File: src/rtl/dmaster_st_pkg.sv
// Shared types and helpers for the dmaster Avalon-ST packet arbiter.
// Index widths are sized for the largest supported source count.
package dmaster_st_pkg;

  typedef enum logic {
    ST_IDLE,
    ST_LOCKED
  } state_e;

  localparam int MAX_IN = 8;
  localparam int IDX_W  = $clog2(MAX_IN);

  typedef struct packed {
    logic             found;
    logic [IDX_W-1:0] idx;
  } rr_pick_t;

  // First set request at or after ptr, wrapping modulo n.
  function automatic rr_pick_t rr_pick(
    input logic [MAX_IN-1:0] req,
    input logic [IDX_W-1:0]  ptr,
    input int                n
  );
    rr_pick_t r;
    int       j;
    r = '0;
    for (int k = 0; k < MAX_IN; k++) begin
      j = (int'(ptr) + k) % n;
      if (k < n && !r.found && req[j[IDX_W-1:0]]) begin
        r.found = 1'b1;
        r.idx   = j[IDX_W-1:0];
      end
    end
    return r;
  endfunction

endpackage

File: src/rtl/dmaster_st_packet_arbiter_picker.sv
// Combinational round-robin selector: request vector plus pointer in,
// one-hot grant and binary index out.
module dmaster_rr_picker
  import dmaster_st_pkg::*;
#(
  parameter int NUM_IN = 4
) (
  input  logic [NUM_IN-1:0] req,
  input  logic [IDX_W-1:0]  ptr,
  output logic [NUM_IN-1:0] gnt,
  output logic [IDX_W-1:0]  idx,
  output logic              found
);

  rr_pick_t pick;

  always_comb begin
    pick  = rr_pick(MAX_IN'(req), ptr, NUM_IN);
    found = pick.found;
    idx   = pick.idx;
    gnt   = '0;
    if (pick.found) begin
      gnt = NUM_IN'(1) << pick.idx;
    end
  end

endmodule

File: src/rtl/dmaster_st_packet_arbiter.sv
// Packet-boundary round-robin mux of NUM_IN Avalon-ST byte streams
// with channel tagging and one registered output stage.
module dmaster_st_packet_arbiter
  import dmaster_st_pkg::*;
#(
  parameter int NUM_IN    = 4,
  parameter int DATA_W    = 8,
  parameter int CHANNEL_W = 8
) (
  input  logic                     clk,
  input  logic                     reset_n,
  input  logic [NUM_IN-1:0]        in_valid,
  output logic [NUM_IN-1:0]        in_ready,
  input  logic [NUM_IN*DATA_W-1:0] in_data,
  input  logic [NUM_IN-1:0]        in_startofpacket,
  input  logic [NUM_IN-1:0]        in_endofpacket,
  output logic                     out_valid,
  input  logic                     out_ready,
  output logic [DATA_W-1:0]        out_data,
  output logic [CHANNEL_W-1:0]     out_channel,
  output logic                     out_startofpacket,
  output logic                     out_endofpacket,
  output logic                     err_orphan,
  output logic                     busy
);

  state_e           state_q, state_d;
  logic [IDX_W-1:0] grant_q, grant_d;
  logic [IDX_W-1:0] ptr_q, ptr_d;

  logic              stage_free;
  logic [NUM_IN-1:0] sop_req;
  logic [NUM_IN-1:0] orph_req;
  logic [NUM_IN-1:0] win_gnt;
  logic [IDX_W-1:0]  win_idx;
  logic              win_found;
  rr_pick_t          orph;

  logic [NUM_IN-1:0] rdy;
  logic [NUM_IN-1:0] sel_oh;
  logic [IDX_W-1:0]  sel_idx;
  logic              load;
  logic              orph_take;
  logic [DATA_W-1:0] mux_data;
  logic              mux_sop;
  logic              mux_eop;

  function automatic logic [IDX_W-1:0] ptr_inc(
    input logic [IDX_W-1:0] p
  );
    return (p == IDX_W'(NUM_IN - 1)) ? '0 : p + IDX_W'(1);
  endfunction

  assign stage_free = !out_valid || out_ready;
  assign sop_req    = in_valid & in_startofpacket;
  assign orph_req   = in_valid & ~in_startofpacket;
  assign busy       = (state_q == ST_LOCKED);

  dmaster_rr_picker #(
    .NUM_IN (NUM_IN)
  ) u_pick (
    .req   (sop_req),
    .ptr   (ptr_q),
    .gnt   (win_gnt),
    .idx   (win_idx),
    .found (win_found)
  );

  // Orphans drain lowest-index first, independent of the pointer.
  assign orph = rr_pick(MAX_IN'(orph_req), '0, NUM_IN);

  always_comb begin
    mux_data = '0;
    for (int i = 0; i < NUM_IN; i++) begin
      if (sel_oh[i]) begin
        mux_data = in_data[i*DATA_W +: DATA_W];
      end
    end
  end

  assign mux_sop = |(in_startofpacket & sel_oh);
  assign mux_eop = |(in_endofpacket & sel_oh);

  always_comb begin
    state_d   = state_q;
    grant_d   = grant_q;
    ptr_d     = ptr_q;
    rdy       = '0;
    sel_oh    = '0;
    sel_idx   = grant_q;
    load      = 1'b0;
    orph_take = 1'b0;
    unique case (state_q)
      ST_IDLE: begin
        if (win_found) begin
          sel_oh  = win_gnt;
          sel_idx = win_idx;
          if (stage_free) begin
            rdy  = win_gnt;
            load = 1'b1;
            if (|(in_endofpacket & win_gnt)) begin
              ptr_d = ptr_inc(win_idx);
            end else begin
              state_d = ST_LOCKED;
              grant_d = win_idx;
            end
          end
        end else if (orph.found) begin
          rdy       = NUM_IN'(1) << orph.idx;
          orph_take = 1'b1;
        end
      end
      ST_LOCKED: begin
        sel_oh = NUM_IN'(1) << grant_q;
        if (stage_free) begin
          rdy = sel_oh;
          if (|(in_valid & sel_oh)) begin
            load = 1'b1;
            if (mux_eop) begin
              state_d = ST_IDLE;
              ptr_d   = ptr_inc(grant_q);
            end
          end
        end
      end
      default: begin
        state_d = ST_IDLE;
      end
    endcase
  end

  // Hold ready low while reset is asserted, not just after the edge.
  assign in_ready = rdy & {NUM_IN{reset_n}};

  always_ff @(posedge clk or negedge reset_n) begin
    if (!reset_n) begin
      state_q <= ST_IDLE;
      grant_q <= '0;
      ptr_q   <= '0;
    end else begin
      state_q <= state_d;
      grant_q <= grant_d;
      ptr_q   <= ptr_d;
    end
  end

  always_ff @(posedge clk or negedge reset_n) begin
    if (!reset_n) begin
      out_valid         <= 1'b0;
      out_data          <= '0;
      out_channel       <= '0;
      out_startofpacket <= 1'b0;
      out_endofpacket   <= 1'b0;
    end else if (load) begin
      out_valid         <= 1'b1;
      out_data          <= mux_data;
      out_channel       <= CHANNEL_W'(sel_idx);
      out_startofpacket <= mux_sop;
      out_endofpacket   <= mux_eop;
    end else if (stage_free) begin
      out_valid <= 1'b0;
    end
  end

  always_ff @(posedge clk or negedge reset_n) begin
    if (!reset_n) begin
      err_orphan <= 1'b0;
    end else if (orph_take) begin
      err_orphan <= 1'b1;
    end
  end

endmodule

File: config.mk
export PLATFORM = sky130hd
export DESIGN_NAME = dmaster_st_packet_arbiter
export DESIGN_NICKNAME = d
export VERILOG_FILES = /design/src/rtl/dmaster_st_pkg.sv /design/src/rtl/dmaster_st_packet_arbiter_picker.sv /design/src/rtl/dmaster_st_packet_arbiter.sv
export SDC_FILE = /design/constraint.sdc
export NUM_CORES = 1
export LEC_CHECK = 0
export ABC_CLOCK_PERIOD_IN_PS = 5650
export CORE_MARGIN = 5
export CORE_UTILIZATION = 25
export CTS_BUF_LIST = sky130_fd_sc_hd__clkbuf_2 sky130_fd_sc_hd__clkbuf_4 sky130_fd_sc_hd__clkbuf_8
export DETAILED_ROUTE_END_ITERATION = 16
export PLACE_DENSITY = 0.5
export SLEW_MARGIN = 25
export SYNTH_ARGS = -nofsm -noshare
export SYNTH_HDL_FRONTEND = slang
export SYNTH_SLANG_ARGS = --single-unit
export TNS_END_PERCENT = 100
File: constraint.sdc
create_clock -name clk -period 5.65 [get_ports clk]
set_input_delay 1.4125 -clock clk [delete_from_list [all_inputs] [get_ports clk]]
set_output_delay 1.4125 -clock clk [all_outputs]
set_load 0.05 [all_outputs]
* Word level (Yosys, flattened, before mapping)
Index checks and enable logic that the tools add are counted.
** Cells by class
- $add $sub $neg :: 5
- Magnitude comparators :: 4
- Equality and inequality tests :: 8
- Shifts and indexed selects :: 3
- Mux-type cells :: 56
- Bitwise operators :: 13
- Reduce and logical (&&, ||, !) cells :: 24
** Operator list (count)
- 4-bit two-way mux :: 14
- 8-bit two-way mux :: 4
- 4-bit AND :: 7
- 1-bit two-way mux :: 19
- 2-bit two-way mux :: 8
- 4-bit one-hot mux with 2 select lines :: 2
- 4-bit OR reduction :: 4
- 3-bit by 4-bit less-than comparator with 1-bit output, second input constant :: 3
- 1-bit by 3-bit << shifter with 4-bit output, first input constant :: 3
- 1-bit binary-select mux with 3-bit select :: 3
- 2-bit by 1-bit inequality test with 1-bit output, second input constant :: 4
- 1-bit zero test :: 7
- 2-bit by 1-bit adder with 2-bit output, second input constant :: 3
- 3-bit by 2-bit == test with 1-bit output, second input constant :: 2
- 1-bit logical AND :: 6
- 3-bit two-way mux :: 2
- 6-bit AND reduction :: 1
- 2-bit OR reduction :: 3
- 2-bit adder, second input constant :: 2
- 2-bit by 4-bit less-than comparator with 1-bit output, second input constant :: 1
- 2-bit inequality test, second input constant :: 2
- 4-bit inverter :: 1
- 1-bit one-hot mux with 2 select lines :: 2
- 2-bit one-hot mux with 2 select lines :: 1
- 6 further kinds :: 9
** Storage, ports and cells
- Flip-flop bits (word level) :: 21
- Input bits :: 47
- Output and inout bits :: 25
- Logic and storage cells :: 122

* Logic depth before layout (Yosys ltp)
- Depth after elaboration :: 23
- Mapped depth :: 10
- Depth with buffers taken out :: 10

* By module
From an unflattened synthesis, not the netlist that was laid out.
** Second synthesis, totals
- Cells, all modules :: 211
- Area total of the unflattened synthesis :: 1965.6 um^2
** Modules (own cells, without submodules)
- dmaster_st_packet_arbiter :: instances 1, cells each 176, area an instance 1742.9 um^2, sequential area each 550.5 um^2
- dmaster_rr_picker :: instances 1, cells each 35, area an instance 222.7 um^2, sequential area each 0.0 um^2

* Worst setup path before layout
OpenSTA, ideal clock, no wires.
- Kind :: input-to-output
- Start point :: input in_valid[0]
- End point :: output in_ready[3]
- Data arrival time :: 4176 ps
- Data required time :: 4238 ps
- Setup slack :: 61 ps
- Stages on the path :: 10
- Buffers on the path :: 2
- Cells stage by stage :: and3_1 o21ai_0 o311ai_0 inv_1 ha_1 a31o_2 clkbuf_1 clkbuf_1 nand2_1 a21boi_0
** Between the ends
- Cells in the longest elaborated chain, start to end :: 19
- Elaborated cells on any way between the ends :: 38
- Those cells by class :: 2 x shift; 21 x mux; 3 x bitwise; 12 x reduce/logical
** RTL lines
- from (decl) :: line dmaster_st_packet_arbiter.sv:12 : input logic [NUM_IN-1:0] in_valid,
- 4-bit AND * :: line dmaster_st_packet_arbiter.sv:55 : assign sop_req = in_valid & in_startofpacket;
- 1-bit binary-select mux with 2-bit select :: line dmaster_st_pkg.sv:29 : if (k < n && !r.found && req[j[IDX_W-1:0]]) begin
- 1-bit two-way mux (implied by the code) :: line dmaster_st_pkg.sv:29
- 4-bit two-way mux :: line dmaster_st_pkg.sv:29
- 1-bit zero test :: line dmaster_st_pkg.sv:29
- 1-bit logical AND :: line dmaster_st_pkg.sv:29
- 4-bit two-way mux :: line dmaster_st_pkg.sv:29
- 1-bit zero test :: line dmaster_st_pkg.sv:29
- [4 not listed]
- 4-bit two-way mux * :: line dmaster_st_pkg.sv:29
- named net u_pick.idx[0] :: line dmaster_st_packet_arbiter_picker.sv:11 : output logic [IDX_W-1:0] idx,
- 1-bit by 3-bit << shifter with 4-bit output * :: line dmaster_st_packet_arbiter_picker.sv:23 : gnt = NUM_IN'(1) << pick.idx;
- 4-bit two-way mux * :: line dmaster_st_packet_arbiter_picker.sv:22 : if (pick.found) begin
- 4-bit two-way mux * :: line dmaster_st_packet_arbiter.sv:98 : if (stage_free) begin
- 4-bit two-way mux * :: line dmaster_st_packet_arbiter.sv:95 : if (win_found) begin
- 4-bit one-hot mux with 2 select lines * :: line dmaster_st_packet_arbiter.sv:93 : unique case (state_q)
- 4-bit AND * :: line dmaster_st_packet_arbiter.sv:133 : assign in_ready = rdy & {NUM_IN{reset_n}};
- to (decl) :: line dmaster_st_packet_arbiter.sv:13 : output logic [NUM_IN-1:0] in_ready,
Mark *: on every way through the listed nets, which the timed path passes. The rest lies on a longest branch. The select of a mux whose other input is x is not followed.

* Worst setup path in the final report
- Start point :: input in_startofpacket[2]
- End point :: output in_ready[2]
** Between the ends
- Cells in the longest elaborated chain, start to end :: 19
- Elaborated cells on any way between the ends :: 34
- Those cells by class :: 2 x shift; 19 x mux; 4 x bitwise; 9 x reduce/logical
** RTL lines
- from (decl) :: line dmaster_st_packet_arbiter.sv:15 : input logic [NUM_IN-1:0] in_startofpacket,
- 4-bit AND :: line dmaster_st_packet_arbiter.sv:55
- 1-bit binary-select mux with 2-bit select :: line dmaster_st_pkg.sv:29
- 1-bit two-way mux (implied by the code) :: line dmaster_st_pkg.sv:29
- 4-bit two-way mux :: line dmaster_st_pkg.sv:29
- 1-bit zero test :: line dmaster_st_pkg.sv:29
- 1-bit logical AND :: line dmaster_st_pkg.sv:29
- 4-bit two-way mux :: line dmaster_st_pkg.sv:29
- 1-bit zero test :: line dmaster_st_pkg.sv:29
- [3 not listed]
- 1-bit logical AND :: line dmaster_st_pkg.sv:29
- 4-bit two-way mux :: line dmaster_st_pkg.sv:29
- 1-bit by 3-bit << shifter with 4-bit output :: line dmaster_st_packet_arbiter_picker.sv:23
- 4-bit two-way mux :: line dmaster_st_packet_arbiter_picker.sv:22
- 4-bit two-way mux :: line dmaster_st_packet_arbiter.sv:98
- 4-bit two-way mux * :: line dmaster_st_packet_arbiter.sv:95
- 4-bit one-hot mux with 2 select lines * :: line dmaster_st_packet_arbiter.sv:93
- 4-bit AND * :: line dmaster_st_packet_arbiter.sv:133
Mark *: on every way between the ends. The rest lies on a longest branch, timed or not. The select of a mux whose other input is x is not followed.

==> impl_metrics.json <==
{
  "drc": 0,
  "post-route-min-period_ns": 5.22,
  "synthCells": 193,
  "path_max_fanout": 17,
  "slew_viol_final": 0,
  "grt_antenna_before_repair": 0,
  "rr_startpoint": "ptr_q[1]",
  "die_area_mm2": 0.00801,
  "rr_worst_depth": 11,
  "cts.clk_slew.worst_paths_ns": 0.07,
  "grt_pass1_vias": 1647,
  "finalClockSkew_ns": 0.000910,
  "hold_viol_final": 0,
  "syn_to_final_growth_pct": 50.5,
  "synth_edf_count": 0,
  "power.density_mw_per_mm2": 528,
  "yosysUniqueCellTypes": 45,
  "internal-power_mw": 0.605,
  "cts_resized": 0,
  "placed_area_mm2": 0.00232,
  "setup_tns_ns": 0,
  "min_from": "out_channel[1]",
  "r2r_setup_slack_ns": 3.09,
  "drive_gt1_frac": 0.102,
  "grt_first_pass_wirelength_um": 8110,
  "power.switching_fraction": 0.518,
  "pwr-share-seq": 0.211,
  "numCtsBuffers": 3,
  "critPathKind": "in2out",
  "use_met2": 0.204,
  "io_buffers": 65,
  "design_area_mm2": 0.00238,
  "ys_warn_count": 0,
  "slew_headroom": 0.546,
  "tightest_slew_ns": 0.681,
  "arrival_ns": 3.81,
  "synthFlopType": "dfrtp_1",
  "wl_um": 5350,
  "cts_root_buffer": "clkbuf_8",
  "final_nets": 312,
  "dieWidth_um": 89.5,
  "setup_viol": 0,
  "rows": 29,
  "ys_seq_area_frac": 0.301,
  "cts_max_level": 1,
  "yosys_register_bits": 19,
  "worstPathRequired_ns": 4.24,
  "antenna_cells": 0,
  "fin_crit_sh": 0.924,
  "combPwrFrac": 0.708,
  "p_leak_nw": 1.02,
  "ios": 72,
  "power.total_mw": 1.25,
  "post_drt_wl_per_cell_um": 16.1,
  "clock_latency_ns": 0.26,
  "vias": 1708,
  "postCtsHoldBufs": 0,
  "cts_buffer_depth": 2,
  "hpwlAfterDp_um": 4110,
  "first_pass_iters": 4,
  "crit_path_end_kind": "primary output",
  "grt_max_degree": 24,
  "cts_tree": "done",
  "status": "completed",
  "whs_endpoint": "out_channel[1]",
  "cts.sinks": 19,
  "power.switching_mw": 0.650,
  "asyncSetResetFlopFracSynth": 1.00,
  "rsz0062_at_grt": "false",
  "ir_drop_mv": 0.249,
  "fmax_mhz": 191,
  "worstHoldPathType": "reg2reg",
  "final_common_cell": "clkdlybuf4s50_1",
  "timing.max_cap.violations": 0,
  "die_y_um": 89.5,
  "cp-start-kind": "primary input",
  "layout_common_cells": "clkdlybuf4s50_1 (61), dfrtp_1 (19), inv_1 (18), nand2_1 (17), nor2_1 (12)",
  "track_usage": 0.131,
  "cp-startpoint": "in_startofpacket[2]",
  "vias_per_cell": 5.13,
  "gp_congestion": 0.840,
  "drt_iter0_markers": 147,
  "clockPowerShare": 0.081,
  "syn_area_mm2": 0.00158,
  "ant_nets": 0,
  "met1_usage": 0.185,
  "avgSynthCellArea_um2": 8.19,
  "use_met3": 0.0267,
  "core_mm2": 0.00624,
  "post_cts_buffers": 0,
  "rr_endpoint": "ptr_q[1]",
  "top_usage_layer": "met2",
  "whs_path_depth": 2,
  "overflow": 0,
  "start_util": 0.253
}
## per-layer routing
metal / routed length [um] / part of all wire
met1: 2400 / 0.45
met2: 2470 / 0.46
met3: 421 / 0.079
met4: 56 / 0.010
met5: 0 / 0
## final cells by class
class / instances / area (um^2)
Tap cell: 77 / 96.3
Clock buffer: 4 / 48.8
Sequential cell: 19 / 475
Inverter: 18 / 67.6
Fill cell: 645 / 3860
Multi-Input combinational cell: 145 / 987
Timing Repair Buffer: 70 / 703
## per-stage QoR
step	worst slack (ns)	hold WS, ns	utilization	std cells
after CTS	0.429	0.501	0.380	333
after detailed placement	0.446	0.472	0.372	329
final	0.428	0.493	0.381	333
after global placement	0.478	0.462	0.372	329
after global routing	0.262	0.524	0.381	333
after floorplan	0.0612	0.530	-	198
## power groups by stage
stage | Clock [mW] | Combinational, mW | Sequential [mW]
floorplan | 0 | 0.455 | 0.410
global placement | 0 | 0.886 | 0.266
detailed placement | 0 | 0.884 | 0.266
CTS | 0.105 | 0.889 | 0.264
global route | 0.110 | 0.967 | 0.274
finish | 0.101 | 0.889 | 0.265
## worst max path at each step
stage / end
after floorplan: in_ready[3]
after detailed placement: in_ready[2]
after global routing: in_ready[2]
after CTS: in_ready[2]
after global placement: in_ready[1]
final: in_ready[2]
## state kept, by name, indices dropped and copies added (netlist names)
register	flops
ptr_q	2
out_valid	1
out_channel	2
busy	1
grant_q	2
out_endofpacket	1
out_startofpacket	1
out_data	8
err_orphan	1
## logic make-up (layout without fill, tap and decap cells)
| kind of cell | after synthesis | count (layout) | synth area share |
|---|---|---|---|
| adder cells (fa/ha/maj) | 8 | 8 | 0.0633 |
| AND/OR/NAND/NOR | 48 | 48 | 0.144 |
| AO/OA/AOI/OAI | 79 | 79 | 0.367 |
| multiplexers | 4 | 4 | 0.0269 |
| other | 1 | 6 | 0.00237 |
| flip-flops | 19 | 19 | 0.301 |
| buffers and inverters | 34 | 92 | 0.0958 |
## synth_stat cells (all sizes together) (3+ instances only)
master | count | area (um^2)
a21o | 3 | 23.8
nand3 | 3 | 15.0
and2 | 5 | 32.5
inv | 18 | 67.6
a21oi | 11 | 58.8
clkbuf | 8 | 30.0
a31o | 3 | 26.3
nor2 | 12 | 45.0
o22ai | 10 | 62.6
a221oi | 9 | 78.8
buf | 8 | 53.8
dfrtp | 19 | 475
a22oi | 8 | 60.1
nand2 | 17 | 63.8
ha | 8 | 100
o21ai | 10 | 50.1
a211o | 10 | 88.8
## critical path, stage by stage
cell and delay (ns):
clkdlybuf4s50_1 0.60, nand2_1 0.14, o311ai_0 0.31, buf_4 0.21
ha_1 0.22, a31o_2 0.42, o2bb2ai_1 0.16, and2_1 0.18
buf_12 0.14
(Power assumes the default switching activity.)
